===== src/rtl/cpu_types_pkg.sv =====
// Shared CPU types: bus words, RAM handshake states, arbiter states.
// Imported by the memory arbiter.
package cpu_types_pkg;

    typedef logic [31:0] word_t;

    typedef enum logic [1:0] {
        RAM_FREE   = 2'd0,
        RAM_BUSY   = 2'd1,
        RAM_ACCESS = 2'd2,
        RAM_ERROR  = 2'd3
    } ramstate_t;

    typedef logic [1:0] arb_state_t;

    localparam arb_state_t ARB   = 2'd0;
    localparam arb_state_t I_ACC = 2'd1;
    localparam arb_state_t D_ACC = 2'd2;

    localparam word_t ERR_WORD_DEFAULT = 32'hBAD1BAD1;

endpackage


===== src/rtl/mem_arbiter.sv =====
// Two-way instruction/data arbiter onto a single-ported RAM.
// Ports: CLK/nRST (async, 1 = reset); i-side iREN/iaddr -> iwait/iload;
// d-side dREN/dWEN/daddr/dstore -> dwait/dload; RAM side ramREN/ramWEN/
// ramaddr/ramstore -> ramload/ramstate; mem_err sticky error/timeout flag.
module mem_arbiter
    import cpu_types_pkg::*;
#(
    parameter int    MAX_D_STREAK = 4,
    parameter int    TIMEOUT      = 64,
    parameter word_t ERR_WORD     = ERR_WORD_DEFAULT
) (
    input  logic        CLK,
    input  logic        nRST,
    input  logic        iREN,
    input  word_t       iaddr,
    output logic        iwait,
    output word_t       iload,
    input  logic        dREN,
    input  logic        dWEN,
    input  word_t       daddr,
    input  word_t       dstore,
    output logic        dwait,
    output word_t       dload,
    output logic        ramREN,
    output logic        ramWEN,
    output word_t       ramaddr,
    output word_t       ramstore,
    input  word_t       ramload,
    input  logic [1:0]  ramstate,
    output logic        mem_err
);

    localparam int SW = $clog2(MAX_D_STREAK + 1);
    localparam int TW = $clog2(TIMEOUT + 1);

    localparam logic [SW-1:0] STREAK_MAX = SW'(MAX_D_STREAK);
    localparam logic [TW-1:0] T_LAST     = TW'(TIMEOUT - 1);
    localparam logic [TW-1:0] T_SAT      = TW'(TIMEOUT);

    arb_state_t     state_q, state_d;
    logic [SW-1:0]  streak_q, streak_d;
    logic [TW-1:0]  tcount_q, tcount_d;
    logic           err_q, err_d;

    logic d_req;
    logic ram_ok;
    logic ram_fault;

    assign d_req     = dREN | dWEN;
    assign ram_ok    = (ramstate == RAM_ACCESS);
    // Forced completion: RAM reported an error or the access ran too long.
    assign ram_fault = (ramstate == RAM_ERROR) || (tcount_q == T_LAST);
    assign mem_err   = err_q;

    always_ff @(posedge CLK or posedge nRST) begin
        if (nRST) begin
            state_q  <= ARB;
            streak_q <= '0;
            tcount_q <= '0;
            err_q    <= 1'b0;
        end else begin
            state_q  <= state_d;
            streak_q <= streak_d;
            tcount_q <= tcount_d;
            err_q    <= err_d;
        end
    end

    always_comb begin
        state_d  = state_q;
        streak_d = streak_q;
        tcount_d = tcount_q;
        err_d    = err_q;
        iwait    = 1'b1;
        dwait    = 1'b1;
        iload    = '0;
        dload    = '0;
        ramREN   = 1'b0;
        ramWEN   = 1'b0;
        ramaddr  = '0;
        ramstore = '0;
        unique case (state_q)
            ARB: begin
                tcount_d = '0;
                if (!iREN) streak_d = '0;
                // Data wins unless fetch has already waited out a full streak.
                if (d_req && !(iREN && streak_q == STREAK_MAX)) begin
                    state_d = D_ACC;
                end else if (iREN) begin
                    state_d = I_ACC;
                end
            end
            I_ACC: begin
                ramREN  = 1'b1;
                ramaddr = iaddr;
                if (!iREN) begin
                    state_d = ARB;
                end else if (ram_ok || ram_fault) begin
                    iwait    = 1'b0;
                    iload    = ram_ok ? ramload : ERR_WORD;
                    err_d    = err_q | ~ram_ok;
                    streak_d = '0;
                    state_d  = ARB;
                end else if (tcount_q != T_SAT) begin
                    tcount_d = tcount_q + TW'(1);
                end
            end
            D_ACC: begin
                ramREN   = dREN;
                ramWEN   = dWEN;
                ramaddr  = daddr;
                ramstore = dstore;
                if (!d_req) begin
                    state_d = ARB;
                end else if (ram_ok || ram_fault) begin
                    dwait   = 1'b0;
                    dload   = ram_ok ? ramload : ERR_WORD;
                    err_d   = err_q | ~ram_ok;
                    state_d = ARB;
                    if (iREN && streak_q != STREAK_MAX) begin
                        streak_d = streak_q + SW'(1);
                    end
                end else if (tcount_q != T_SAT) begin
                    tcount_d = tcount_q + TW'(1);
                end
            end
            default: state_d = ARB;
        endcase
    end

endmodule


===== config.mk =====
export PLATFORM = sky130hd
export DESIGN_NAME = mem_arbiter
export DESIGN_NICKNAME = d
export VERILOG_FILES = /design/src/rtl/cpu_types_pkg.sv /design/src/rtl/mem_arbiter.sv
export SDC_FILE = /design/constraint.sdc
export NUM_CORES = 1
export LEC_CHECK = 0
export CAP_MARGIN = 10
export CORE_AREA = 4 4 102 104
export CTS_CLUSTER_SIZE = 8
export DETAILED_ROUTE_END_ITERATION = 16
export DIE_AREA = 0 0 106 108
export PLACE_DENSITY_LB_ADDON = 0.2
export SLEW_MARGIN = 20
export SYNTH_ARGS = -nofsm -noshare
export SYNTH_HDL_FRONTEND = slang
export SYNTH_SLANG_ARGS = --single-unit

===== constraint.sdc =====
create_clock -name CLK -period 2.02 [get_ports CLK]
set_input_delay 0.404 -clock CLK [delete_from_list [all_inputs] [get_ports CLK]]
set_output_delay 0.404 -clock CLK [all_outputs]
set_load 0.01 [all_outputs]

==> flow_summary.toml <==
[synthesis]
synth_top_cell_area_share = 0.164
async_flop_share = 1.00
yosysTopAreaCell = "nor2_1"
syn_inst = 320
yosysUniqueCellTypes = 44
yosysWarningCount = 0
synth_edf_count = 0
syn_avg_cell_area_um2 = 6.31
syn_area_um2 = 2020
yosysSeqAreaShare = 0.161
ys_seq_elements = 13
synth_common_cells = "88 x nor2_1, 35 x nor2b_1, 33 x and2_1"
ys.flop_type = "dfrtp_1"
synth_area_leaders = "nor2_1 16%, dfrtp_1 16%, a22oi_1 12%"
yosysMostFrequentCell = "nor2_1"
syn-num-nets = 463

[critical_path]
cp-end-kind = "output port"
start_kind = "register"
crit_type = "register to output port"
path_buf_inv = 3
cp_slowest_cell = "dfrtp_1"
cp.arrival_ps = 1780
cpPeakStageDelay_ps = 380
worst_ep_required_time_ps = 1620
cp_max_fo = 5
crit_chain = "ha_2, and3_4, a21o_4, nand2b_4, buf_6, buf_12, nor2_1, buf_2"
critPathTopFamily = "buffers and inverters"

[power]
p_seq_frac = 0.063
power_frac_comb = 0.893
power_density_nw_per_um2 = 865
total_power_w = 0.00538
p_sw_w = 0.00224
p_leak_nw = 2.80
swShare = 0.417
ir_drop_v = 0.000456
clockPowerShare = 0.044
p_int_w = 0.00314

[floorplan]
io-pin-count = 268
fp.dieH_um = 108
coreArea_um2 = 9550
die_area_um2 = 11400
fp-row-count = 36
die_x_um = 106
initial_utilization = 0.211

[finish]
area_delta_synth_final_pct = 208
diodes = 0
fin_area_um2 = 6220
drive_above_1_share = 0.488
fillCellCount = 752
nets = 787

[timing]
slew_violations = 0
fin_crit_sh = 1.08
final-setup-viol-count = 83
period_minus_slack_ps = 2180
finalHoldViolations = 0
fin_hold_ws_ps = 501
rsz0062_at_grt = "true"
relSlewSlack = 0.630
finalSetupTns_ps = -5970
finClkSkew_ps = 3.73
max_freq_ghz = 0.458
tightest_slew_ps = 554
setup_ws_ps = -164

[global_routing]
grt_max_degree = 22
antenna_found_initial = 0
globalRouteTotalUtil = 0.219
grt_pass1_wl_mm = 20.3
grt_pass1_vias = 3536
grt_overflow = 0

[drt]
drc = 0
drt-initial-drc-count = 161
vias_per_cell = 4.68
wl_mm = 14.6
postRouteAntennaNets = 0
wl_per_cell_um = 18.9
routed-via-count = 3634
dr.pass1.iters = 4

[placement]
gp_congestion = 0.841
place_ws_ps = -484
dpl_cell_area_um2 = 5160
port-buffer-count = 267
place_hpwl_mm = 9.95

[clock_tree]
cts_tree = "done"
root_buffer = "clkbuf_8"
clk_pin_slew_ps = 60
clk_latency_ps = 240
cts_hold_buf = 0
cts_num_sinks = 13
clockBufferDepth = 2
htree_levels = 1
cts_buffers = 3

[job]
maxCapViolCount = 0

[status]
violations = "negative setup slack"
status = "complete, but fails checks"

[min_path]
hold_class = "register to register"
## power groups by stage
stage	Combinational [W]	Clock (W)	Sequential (W)
finish	0.00481	0.000234	0.000339
global route	0.00507	0.000250	0.000347
CTS	0.00406	0.000240	0.000340
detailed placement	0.00345	0	0.000341
global placement	0.00341	0	0.000338
floorplan	0.00152	0	0.000336
## cell families (layout without fill, tap and decap cells)
logic type               Yosys count  in the layout  share of synthesized area
AND/OR/NAND/NOR                  203            203                      0.493
AO/OA/AOI/OAI                     60             60                      0.220
buffers and inverters             34            357                     0.0682
flip-flops                        13             13                      0.161
adder cells (fa/ha/maj)            8              8                     0.0496
XOR/XNOR                           2              2                    0.00868
## state kept, by name, indices dropped and copies added (netlist names)
register  cells
state_q       2
mem_err       1
tcount_q      7
streak_q      3
## layer usage
metal | wire length [um] | vias to the layer above | GRT usage
met5 | 0 | - | 0
met4 | 380 | 0 | 0.0416
met3 | 926 | 34 | 0.0579
met2 | 7790 | 155 | 0.410
met1 | 5540 | 1716 | 0.252
li1 | - | 1729 | -
## repair_timing
| item | CTS | global route |
|---|---|---|
| setup endpoints to repair | 136 | 142 |
| gates resized for setup | 549 | 195 |
| pin swaps | 22 | 24 |
| setup buffers | 21 | 7 |
| gates cloned | 10 | 4 |
## layout make-up
class / instances / area, um^2 / share of cell area
multi-input combinational: 273 / 2290 / 0.369
clock buffer: 4 / 45.0 / 0.00724
timing repair buffer: 344 / 3360 / 0.540
tap: 133 / 166 / 0.0267
sequential: 13 / 325 / 0.0523
inverter: 9 / 33.8 / 0.00543
## cells in the final DEF (no fill, tap or decap), types with 4 or more instances in the layout
cell             synthesis  layout
ha_1                     8       4
nor2b_1                 35      12
buf_6                    1      72
and2_1                  33      33
buf_16                   0       4
nor2_1                  88      41
clkdlybuf4s50_1          0     131
buf_2                    2      59
buf_4                    0      41
nor2_2                   0      11
a22oi_2                  0      22
buf_12                   0      11
nor2b_4                  0      20
a22oi_1                 32      10
nand2_1                 25      24
o22ai_1                  4       4
inv_1                    9       7
dfrtp_1                 13      13
nor2_4                   0      36
dlygate4sd2_1            0      18
## final timing paths
kind                       slack [ps]  cells after the start          end        start
max                              -160                      8    dload[20]  tcount_q[1]
min                               500                      1      mem_err      mem_err
max in group asynchronous        1140                      2  tcount_q[4]         nRST
max reg2reg                      -160                      8  streak_q[1]   state_q[1]
min in group asynchronous         510                      2  tcount_q[0]         nRST
min reg2reg                       500                      1      mem_err      mem_err
## per-stage QoR
step | instances | util
final | 776 | 0.651
after CTS | 771 | 0.557
after detailed placement | 736 | 0.541
after global routing | 776 | 0.651
after floorplan | 320 | -
after global placement | 736 | 0.541
(Power assumes the default switching activity.)
